--- src/rtl/draw_engine_pkg.sv ---
// draw_engine_pkg: screen/grid constants, memory_select and sprite encodings, FSM states
package draw_engine_pkg;
  localparam int SCREEN_W = 160;
  localparam int SCREEN_H = 120;
  localparam int TILE_COLS = 20;
  localparam int TILE_ROWS = 15;
  localparam int TILE_COUNT = TILE_COLS * TILE_ROWS;
  localparam int BG_PIXELS = SCREEN_W * SCREEN_H;
  localparam logic [2:0] TRANSPARENT_COLOUR = 3'b101;
  localparam logic [2:0] SPR_P1 = 3'd6;
  localparam logic [2:0] SPR_P2 = 3'd7;
  typedef enum logic [1:0] {MS_TITLE, MS_STAGE, MS_WIN, MS_BLOCK} mem_sel_e;
  typedef enum logic [2:0] {S_IDLE, S_TILE_FETCH, S_BG_RUN, S_BLK_RUN, S_FLUSH, S_DONE} state_e;
  function automatic logic [7:0] tile_x(input logic [8:0] idx);
    logic [8:0] c;
    c = idx % 9'(TILE_COLS);
    return 8'({c, 3'b000});
  endfunction
  function automatic logic [6:0] tile_y(input logic [8:0] idx);
    logic [8:0] r;
    r = idx / 9'(TILE_COLS);
    return 7'({r, 3'b000});
  endfunction
endpackage

--- src/rtl/draw_engine_if.sv ---
// draw_engine_if: controller, ROM and VGA pixel signals of the draw engine
interface draw_engine_if;
  logic copy_enable;
  logic [1:0] memory_select;
  logic draw_t, draw_p1, draw_p2;
  logic tc_enable, stage_reset;
  logic [7:0] p1_x, p2_x;
  logic [6:0] p1_y, p2_y;
  logic [14:0] bg_addr;
  logic [1:0] bg_sel;
  logic [2:0] bg_data;
  logic [8:0] stage_addr;
  logic [2:0] stage_data;
  logic [8:0] spr_addr;
  logic [2:0] spr_data;
  logic [7:0] vga_x;
  logic [6:0] vga_y;
  logic [2:0] vga_colour;
  logic vga_plot, finished, all_tiles_drawn;
  modport master (
    output copy_enable, memory_select, draw_t, draw_p1, draw_p2, tc_enable, stage_reset,
           p1_x, p2_x, p1_y, p2_y, bg_data, stage_data, spr_data,
    input  bg_addr, bg_sel, stage_addr, spr_addr, vga_x, vga_y, vga_colour, vga_plot,
           finished, all_tiles_drawn
  );
  modport slave (
    input  copy_enable, memory_select, draw_t, draw_p1, draw_p2, tc_enable, stage_reset,
           p1_x, p2_x, p1_y, p2_y, bg_data, stage_data, spr_data,
    output bg_addr, bg_sel, stage_addr, spr_addr, vga_x, vga_y, vga_colour, vga_plot,
           finished, all_tiles_drawn
  );
endinterface

--- src/rtl/draw_engine_tile_counter.sv ---
// tile_counter: stage tile index 0..299 with wrap, clear and all-drawn flag
module tile_counter
  import draw_engine_pkg::*;
(
  input  logic       clock,
  input  logic       reset,
  input  logic       tc_enable,
  input  logic       stage_reset,
  output logic [8:0] tile_index,
  output logic       all_tiles_drawn
);
  logic [8:0] tile_q, tile_d;
  always_comb tile_d = stage_reset ? 9'd0 : !tc_enable ? tile_q : tile_q == 9'(TILE_COUNT - 1) ? 9'd0 : tile_q + 9'd1;
  always_ff @(posedge clock)
    if (!reset) tile_q <= 9'd0;
    else tile_q <= tile_d;
  assign tile_index = tile_q;
  assign all_tiles_drawn = tile_q == 9'(TILE_COUNT - 1);
endmodule

--- src/rtl/draw_engine.sv ---
// draw_engine: streams a background or one 8x8 block to the VGA pixel port.
// Define TRANSPARENCY_EN to suppress player-sprite pixels of TRANSPARENT_COLOUR.
module draw_engine
  import draw_engine_pkg::*;
(
  input logic clock,
  input logic reset,
  draw_engine_if.slave bus
);
  state_e state_q, state_d;
  logic [14:0] pix_q, pix_d;
  logic [7:0] px_q, px_d, ox_q, ox_d, vx_q, vx_d;
  logic [6:0] py_q, py_d, oy_q, oy_d, vy_q, vy_d;
  logic [1:0] bg_sel_q, bg_sel_d;
  logic [2:0] spr_id_q, spr_id_d;
  logic fetch_q, fetch_d, plot_q, plot_d, plot_ok;
  logic [8:0] tile_index, bx, by;
  tile_counter u_tc (
    .clock, .reset, .tc_enable(bus.tc_enable), .stage_reset(bus.stage_reset),
    .tile_index, .all_tiles_drawn(bus.all_tiles_drawn)
  );
  // 9-bit sums so blocks hanging off the right/bottom edge are detected, not wrapped
  assign bx = {1'b0, ox_q} + {6'd0, pix_q[2:0]};
  assign by = {2'd0, oy_q} + {6'd0, pix_q[5:3]};
  always_comb begin
    state_d = state_q;
    pix_d = pix_q;
    px_d = px_q;
    py_d = py_q;
    ox_d = ox_q;
    oy_d = oy_q;
    vx_d = vx_q;
    vy_d = vy_q;
    bg_sel_d = bg_sel_q;
    spr_id_d = spr_id_q;
    fetch_d = fetch_q;
    plot_d = 1'b0;
    case (state_q)
      S_IDLE: if (bus.copy_enable) begin
        bg_sel_d = bus.memory_select;
        pix_d = 15'd0;
        px_d = 8'd0;
        py_d = 7'd0;
        fetch_d = 1'b0;
        if (bus.memory_select != MS_BLOCK) state_d = S_BG_RUN;
        else if (bus.draw_t || !(bus.draw_p1 || bus.draw_p2)) begin
          state_d = S_TILE_FETCH;
          ox_d = tile_x(tile_index);
          oy_d = tile_y(tile_index);
        end else begin
          state_d = S_BLK_RUN;
          spr_id_d = bus.draw_p1 ? SPR_P1 : SPR_P2;
          ox_d = bus.draw_p1 ? bus.p1_x : bus.p2_x;
          oy_d = bus.draw_p1 ? bus.p1_y : bus.p2_y;
        end
      end
      S_TILE_FETCH: begin
        fetch_d = 1'b1;
        if (fetch_q) begin
          spr_id_d = bus.stage_data;
          state_d = S_BLK_RUN;
        end
      end
      S_BG_RUN: begin
        plot_d = 1'b1;
        vx_d = px_q;
        vy_d = py_q;
        pix_d = pix_q + 15'd1;
        px_d = px_q == 8'(SCREEN_W - 1) ? 8'd0 : px_q + 8'd1;
        py_d = px_q == 8'(SCREEN_W - 1) ? py_q + 7'd1 : py_q;
        if (pix_q == 15'(BG_PIXELS - 1)) state_d = S_FLUSH;
      end
      S_BLK_RUN: begin
        plot_d = bx < 9'(SCREEN_W) && by < 9'(SCREEN_H);
        vx_d = bx[7:0];
        vy_d = by[6:0];
        pix_d = pix_q + 15'd1;
        if (pix_q[5:0] == 6'd63) state_d = S_FLUSH;
      end
      S_FLUSH: state_d = S_DONE;
      S_DONE: state_d = S_IDLE;
      default: state_d = S_IDLE;
    endcase
  end
  always_ff @(posedge clock)
    if (!reset) begin
      state_q <= S_IDLE;
      pix_q <= 15'd0;
      px_q <= 8'd0;
      py_q <= 7'd0;
      ox_q <= 8'd0;
      oy_q <= 7'd0;
      vx_q <= 8'd0;
      vy_q <= 7'd0;
      bg_sel_q <= 2'd0;
      spr_id_q <= 3'd0;
      fetch_q <= 1'b0;
      plot_q <= 1'b0;
    end else begin
      state_q <= state_d;
      pix_q <= pix_d;
      px_q <= px_d;
      py_q <= py_d;
      ox_q <= ox_d;
      oy_q <= oy_d;
      vx_q <= vx_d;
      vy_q <= vy_d;
      bg_sel_q <= bg_sel_d;
      spr_id_q <= spr_id_d;
      fetch_q <= fetch_d;
      plot_q <= plot_d;
    end
`ifdef TRANSPARENCY_EN
  assign plot_ok = plot_q && !(bg_sel_q == MS_BLOCK && spr_id_q[2:1] == 2'b11 && bus.spr_data == TRANSPARENT_COLOUR);
`else
  assign plot_ok = plot_q;
`endif
  assign bus.vga_plot = plot_ok;
  assign bus.vga_colour = !plot_ok ? 3'd0 : bg_sel_q == MS_BLOCK ? bus.spr_data : bus.bg_data;
  assign bus.vga_x = vx_q;
  assign bus.vga_y = vy_q;
  assign bus.bg_sel = bg_sel_q;
  assign bus.finished = state_q == S_DONE;
  assign bus.bg_addr = state_q == S_BG_RUN ? pix_q : 15'd0;
  assign bus.spr_addr = state_q == S_BLK_RUN ? {spr_id_q, pix_q[5:0]} : 9'd0;
  assign bus.stage_addr = state_q == S_TILE_FETCH ? tile_index : 9'd0;
endmodule

--- src/flat_wrapper.sv ---
// flat-port wrapper written by rule: the top's interface ports become plain ports
module draw_engine_flat import draw_engine_pkg::*;
  (clock, reset, bus_copy_enable, bus_memory_select, bus_draw_t, bus_draw_p1, bus_draw_p2, bus_tc_enable, bus_stage_reset, bus_p1_x, bus_p2_x, bus_p1_y, bus_p2_y, bus_bg_data, bus_stage_data, bus_spr_data, bus_bg_addr, bus_bg_sel, bus_stage_addr, bus_spr_addr, bus_vga_x, bus_vga_y, bus_vga_colour, bus_vga_plot, bus_finished, bus_all_tiles_drawn);
  draw_engine_if bus_i ();
  input logic clock;
  input logic reset;
  input wire logic [$bits(bus_i.copy_enable)-1:0] bus_copy_enable;
  input wire logic [$bits(bus_i.memory_select)-1:0] bus_memory_select;
  input wire logic [$bits(bus_i.draw_t)-1:0] bus_draw_t;
  input wire logic [$bits(bus_i.draw_p1)-1:0] bus_draw_p1;
  input wire logic [$bits(bus_i.draw_p2)-1:0] bus_draw_p2;
  input wire logic [$bits(bus_i.tc_enable)-1:0] bus_tc_enable;
  input wire logic [$bits(bus_i.stage_reset)-1:0] bus_stage_reset;
  input wire logic [$bits(bus_i.p1_x)-1:0] bus_p1_x;
  input wire logic [$bits(bus_i.p2_x)-1:0] bus_p2_x;
  input wire logic [$bits(bus_i.p1_y)-1:0] bus_p1_y;
  input wire logic [$bits(bus_i.p2_y)-1:0] bus_p2_y;
  input wire logic [$bits(bus_i.bg_data)-1:0] bus_bg_data;
  input wire logic [$bits(bus_i.stage_data)-1:0] bus_stage_data;
  input wire logic [$bits(bus_i.spr_data)-1:0] bus_spr_data;
  output wire logic [$bits(bus_i.bg_addr)-1:0] bus_bg_addr;
  output wire logic [$bits(bus_i.bg_sel)-1:0] bus_bg_sel;
  output wire logic [$bits(bus_i.stage_addr)-1:0] bus_stage_addr;
  output wire logic [$bits(bus_i.spr_addr)-1:0] bus_spr_addr;
  output wire logic [$bits(bus_i.vga_x)-1:0] bus_vga_x;
  output wire logic [$bits(bus_i.vga_y)-1:0] bus_vga_y;
  output wire logic [$bits(bus_i.vga_colour)-1:0] bus_vga_colour;
  output wire logic [$bits(bus_i.vga_plot)-1:0] bus_vga_plot;
  output wire logic [$bits(bus_i.finished)-1:0] bus_finished;
  output wire logic [$bits(bus_i.all_tiles_drawn)-1:0] bus_all_tiles_drawn;
  assign bus_i.copy_enable = bus_copy_enable;
  assign bus_i.memory_select = bus_memory_select;
  assign bus_i.draw_t = bus_draw_t;
  assign bus_i.draw_p1 = bus_draw_p1;
  assign bus_i.draw_p2 = bus_draw_p2;
  assign bus_i.tc_enable = bus_tc_enable;
  assign bus_i.stage_reset = bus_stage_reset;
  assign bus_i.p1_x = bus_p1_x;
  assign bus_i.p2_x = bus_p2_x;
  assign bus_i.p1_y = bus_p1_y;
  assign bus_i.p2_y = bus_p2_y;
  assign bus_i.bg_data = bus_bg_data;
  assign bus_i.stage_data = bus_stage_data;
  assign bus_i.spr_data = bus_spr_data;
  assign bus_bg_addr = bus_i.bg_addr;
  assign bus_bg_sel = bus_i.bg_sel;
  assign bus_stage_addr = bus_i.stage_addr;
  assign bus_spr_addr = bus_i.spr_addr;
  assign bus_vga_x = bus_i.vga_x;
  assign bus_vga_y = bus_i.vga_y;
  assign bus_vga_colour = bus_i.vga_colour;
  assign bus_vga_plot = bus_i.vga_plot;
  assign bus_finished = bus_i.finished;
  assign bus_all_tiles_drawn = bus_i.all_tiles_drawn;
  draw_engine u_core (.clock(clock), .reset(reset), .bus(bus_i));
endmodule
--- config.mk ---
export PLATFORM = sky130hd
export DESIGN_NAME = draw_engine_flat
export DESIGN_NICKNAME = d
export VERILOG_FILES = /design/src/rtl/draw_engine_pkg.sv /design/src/rtl/draw_engine_if.sv /design/src/rtl/draw_engine_tile_counter.sv /design/src/rtl/draw_engine.sv /design/src/flat_wrapper.sv
export SDC_FILE = /design/constraint.sdc
export NUM_CORES = 1
export LEC_CHECK = 0
export ABC_AREA = 1
export ABC_CLOCK_PERIOD_IN_PS = 3400
export CAP_MARGIN = 5
export CORE_MARGIN = 2
export CORE_UTILIZATION = 45
export DETAILED_ROUTE_END_ITERATION = 16
export HOLD_SLACK_MARGIN = 0.12
export PLACE_DENSITY = 0.71
export SETUP_SLACK_MARGIN = 0.5
export SLEW_MARGIN = 20
export SYNTH_ARGS = -nofsm -noshare
export SYNTH_HDL_FRONTEND = slang
export SYNTH_HIERARCHICAL = 1
export SYNTH_SLANG_ARGS = --single-unit
--- constraint.sdc ---
create_clock -name clock -period 3.4 [get_ports clock]
set_clock_uncertainty 0.15 [all_clocks]
set_input_delay 0.68 -clock clock [delete_from_list [all_inputs] [get_ports clock]]
set_output_delay 0.68 -clock clock [all_outputs]
set_load 0.03 [all_outputs]
==> qor.csv <==
metric,value,unit
status,"complete, no violations",
r2r_end,u_core/state_q[1],
r2r_cells,16,
numCtsBuffers,9,
insertion_delay,360,ps
synth-async-reset-ratio,0,
syn_area,4750,sq um
clk_pin_slew,80,ps
route.detailed.drc,0,
synth_top_area_frac,0.333,
cts-hold-fix-buffers,0,
cts_tree,yes,
multi_input_area,2660,sq um
setup_viol,0,
hold_class,flip-flop to flip-flop,
hold_violations,0,
p_total,2.64,mW
max_freq,353,MHz
grt_max_degree,35,
syn_area_per_cell,6.43,sq um
r2r_start,u_core/pix_q[0],
drt_first_pass_iters,5,
top_layer_used,met4,
post-place-ws,490,ps
fin_ws,571,ps
wl_met2,6020,microns
avgRoutedWirePerCell,13.4,microns
rsz0062_at_grt,false,
wl,13100,microns
syn_inst,738,
max_stage_delay,670,ps
critical_path_class,input pin to output port,
ys_seq_area_frac,0.333,
die_area,11400,sq um
die_w,107,microns
timing.final.crit_share,0.832,
worst_pin_slew,613,ps
cap_violations,0,
yosysUniqueCellTypes,38,
synth_flop_cell,dfxtp_1,
pin_count,105,
setup.worst_path.end,bus_vga_colour[2],
overflow,0,
cts_sinks,79,
path_max_fanout,1,
synth.area.top_cells,"dfxtp_1 33%, nand2_1 14%, inv_1 8.1%",
period_needed,2830,ps
worst_hold_slack,320,ps
yosys_warnings,6,
root_buffer,clkbuf_8,
drive_gt1_frac,0.0817,
startpoint,bus_spr_data[2],
gp_congestion,0.831,
die_y,107,microns
area_growth,29.6,%
path_cells,"clkdlybuf4s50_1, o21ai_0, nor2_1, clkdlybuf4s50_1",
wl_met3,851,microns
max_slew_margin,0.590,
cpMaxStageDelayCell,clkdlybuf4s50_1,
vias,5090,
critPathTopFamily,buffers and inverters,
met1_length,6010,microns
antenna_found_initial,0,
htreeDepth,3,
ant_nets,0,
cp_num_cells,4,
yosys-top-cells-count,"177 x nand2_1, 103 x inv_1, 92 x nor2_1",
synth_edf_count,0,
start_util,0.462,
dp_cells,966,
timing.final.max_slew_violations,0,
io_buffers,104,
crit_buf_inv,2,
vias_per_cell,5.19,
p_per_area,430,nW/um^2
final_nets,902,
final.fill_count,1018,
grt_pass1_wl,22000,microns
ys_seq_elements,79,
seq_area,1580,sq um
cpMostUsedCell,clkdlybuf4s50_1,
grt_pass1_vias,4951,
post-synth-top-count-cell,nand2_1,
syn_nets,799,
diodes,0,
worstSetupEndpointType,output port,
ir_drop,0.376,mV
track_usage,0.239,
core_area,10300,sq um
drt_iter0_markers,277,
critPathArrivalTime,2000,ps
hpwlAfterDp,9920,microns
yosysTopAreaCell,dfxtp_1,
required,2570,ps
p_leak,2.76,nW
start_kind,input pin,
rows,37,
fin_cells,981,
ff2ff_setup_slack,850,ps
fin_tns_setup,0,ps
cts_buffer_depth,2,
==> report_power, final <==
part | total, mW | internal, mW | leakage [nW] | switching, mW
sequential | 1.06 | 0.997 | 0.639 | 0.0666
combinational | 0.887 | 0.286 | 2.02 | 0.600
clock | 0.692 | 0.356 | 0.0964 | 0.336
total | 2.64 | 1.64 | 2.76 | 1.00
==> layout by cell type, fill, tap and decap left out, types with 5 or more instances in the layout <==
cell and n:
nand2_2 11, o21ai_0 38, a21oi_1 55, xor2_1 7, nor3_1 14, inv_2 9
a22oi_1 10, o21ai_1 5, dfxtp_1 79, buf_4 19, clkdlybuf4s50_1 70, dlymetal6s2s_1 16
clkbuf_8 10, a221oi_1 5, nand3_1 39, nor2_1 92, xnor2_1 5, dlygate4sd2_1 9
a211oi_1 6, nand2_1 177, ha_1 10, inv_1 101, a31oi_1 10
==> through the flow <==
stage               instance area (sq um)  utilization
detailed placement                   5930        0.577
finish                               6150        0.598
CTS                                  6110        0.594
global route                         6150        0.598
global placement                     5930        0.577
floorplan                            4750            -
==> worst min path at each step <==
stage | startpoint | endpoint | slack, ps | cells past startpoint
floorplan | u_core/spr_id_q[0] | u_core/spr_id_q[0] | 280 | 2
global route | u_core/fetch_q | u_core/fetch_q | 350 | 2
global placement | u_core/spr_id_q[0] | u_core/spr_id_q[0] | 290 | 2
finish | u_core/spr_id_q[0] | u_core/spr_id_q[0] | 320 | 2
detailed placement | u_core/spr_id_q[2] | u_core/spr_id_q[2] | 310 | 2
CTS | u_core/spr_id_q[1] | u_core/spr_id_q[1] | 320 | 2
==> routing by layer <==
| layer | GRT usage | vias to the layer above |
|---|---|---|
| met5 | 0 | - |
| met4 | 0.0946 | 0 |
| met3 | 0.0450 | 20 |
| met2 | 0.405 | 184 |
| met1 | 0.299 | 2310 |
| li1 | - | 2576 |
==> kinds of logic (layout without fill, tap and decap cells) <==
kind of cell / Yosys count / in the layout / share of synthesized area
XOR/XNOR: 12 / 12 / 0.0221
buffers and inverters: 135 / 242 / 0.107
flip-flops: 79 / 79 / 0.333
AO/OA/AOI/OAI: 142 / 142 / 0.174
AND/OR/NAND/NOR: 358 / 358 / 0.329
adder cells (fa/ha/maj): 12 / 12 / 0.0348
==> sequential cells by signal, indices dropped and copies added (netlist names) <==
name                    cells
u_core/bus.bg_sel           2
u_core/px_q                 8
u_core/bus.vga_y            7
u_core/fetch_q              1
u_core/py_q                 7
u_core/bus.vga_x            8
u_core/state_q              3
u_core/ox_q                 8
u_core/bus.vga_plot         1
u_core/u_tc/tile_index      9
u_core/oy_q                 7
u_core/spr_id_q             3
u_core/pix_q               15
==> worst register-to-register path: stages (launching register included) <==
cell and delay [ps]:
dfxtp_1 440, ha_1 200, nand2_1 80, nor2_1 100, inv_1 70, nor2_1 110, inv_1 70, nor2_1 160
inv_1 100, nor2_1 90, inv_1 60, nor3_1 140, o22ai_1 110, nor2_1 210, inv_1 90, nor3b_1 180
nor3_1 60
==> layout make-up <==
| type | instances | share of cell area |
|---|---|---|
| clock buffers | 12 | 0.0236 |
| clock inverters | 3 | 0.00712 |
| inverters | 113 | 0.0690 |
| multi-input cells | 524 | 0.433 |
| flip-flops and latches | 79 | 0.257 |
| well taps | 136 | 0.0277 |
| repair buffers | 114 | 0.183 |
==> repair_timing <==
action	CTS	global route
pin swaps	0	0
endpoints found under the setup margin	10	25
buffers inserted	0	0
resized for setup	11	17
Power figures use the tool's default switching activity.
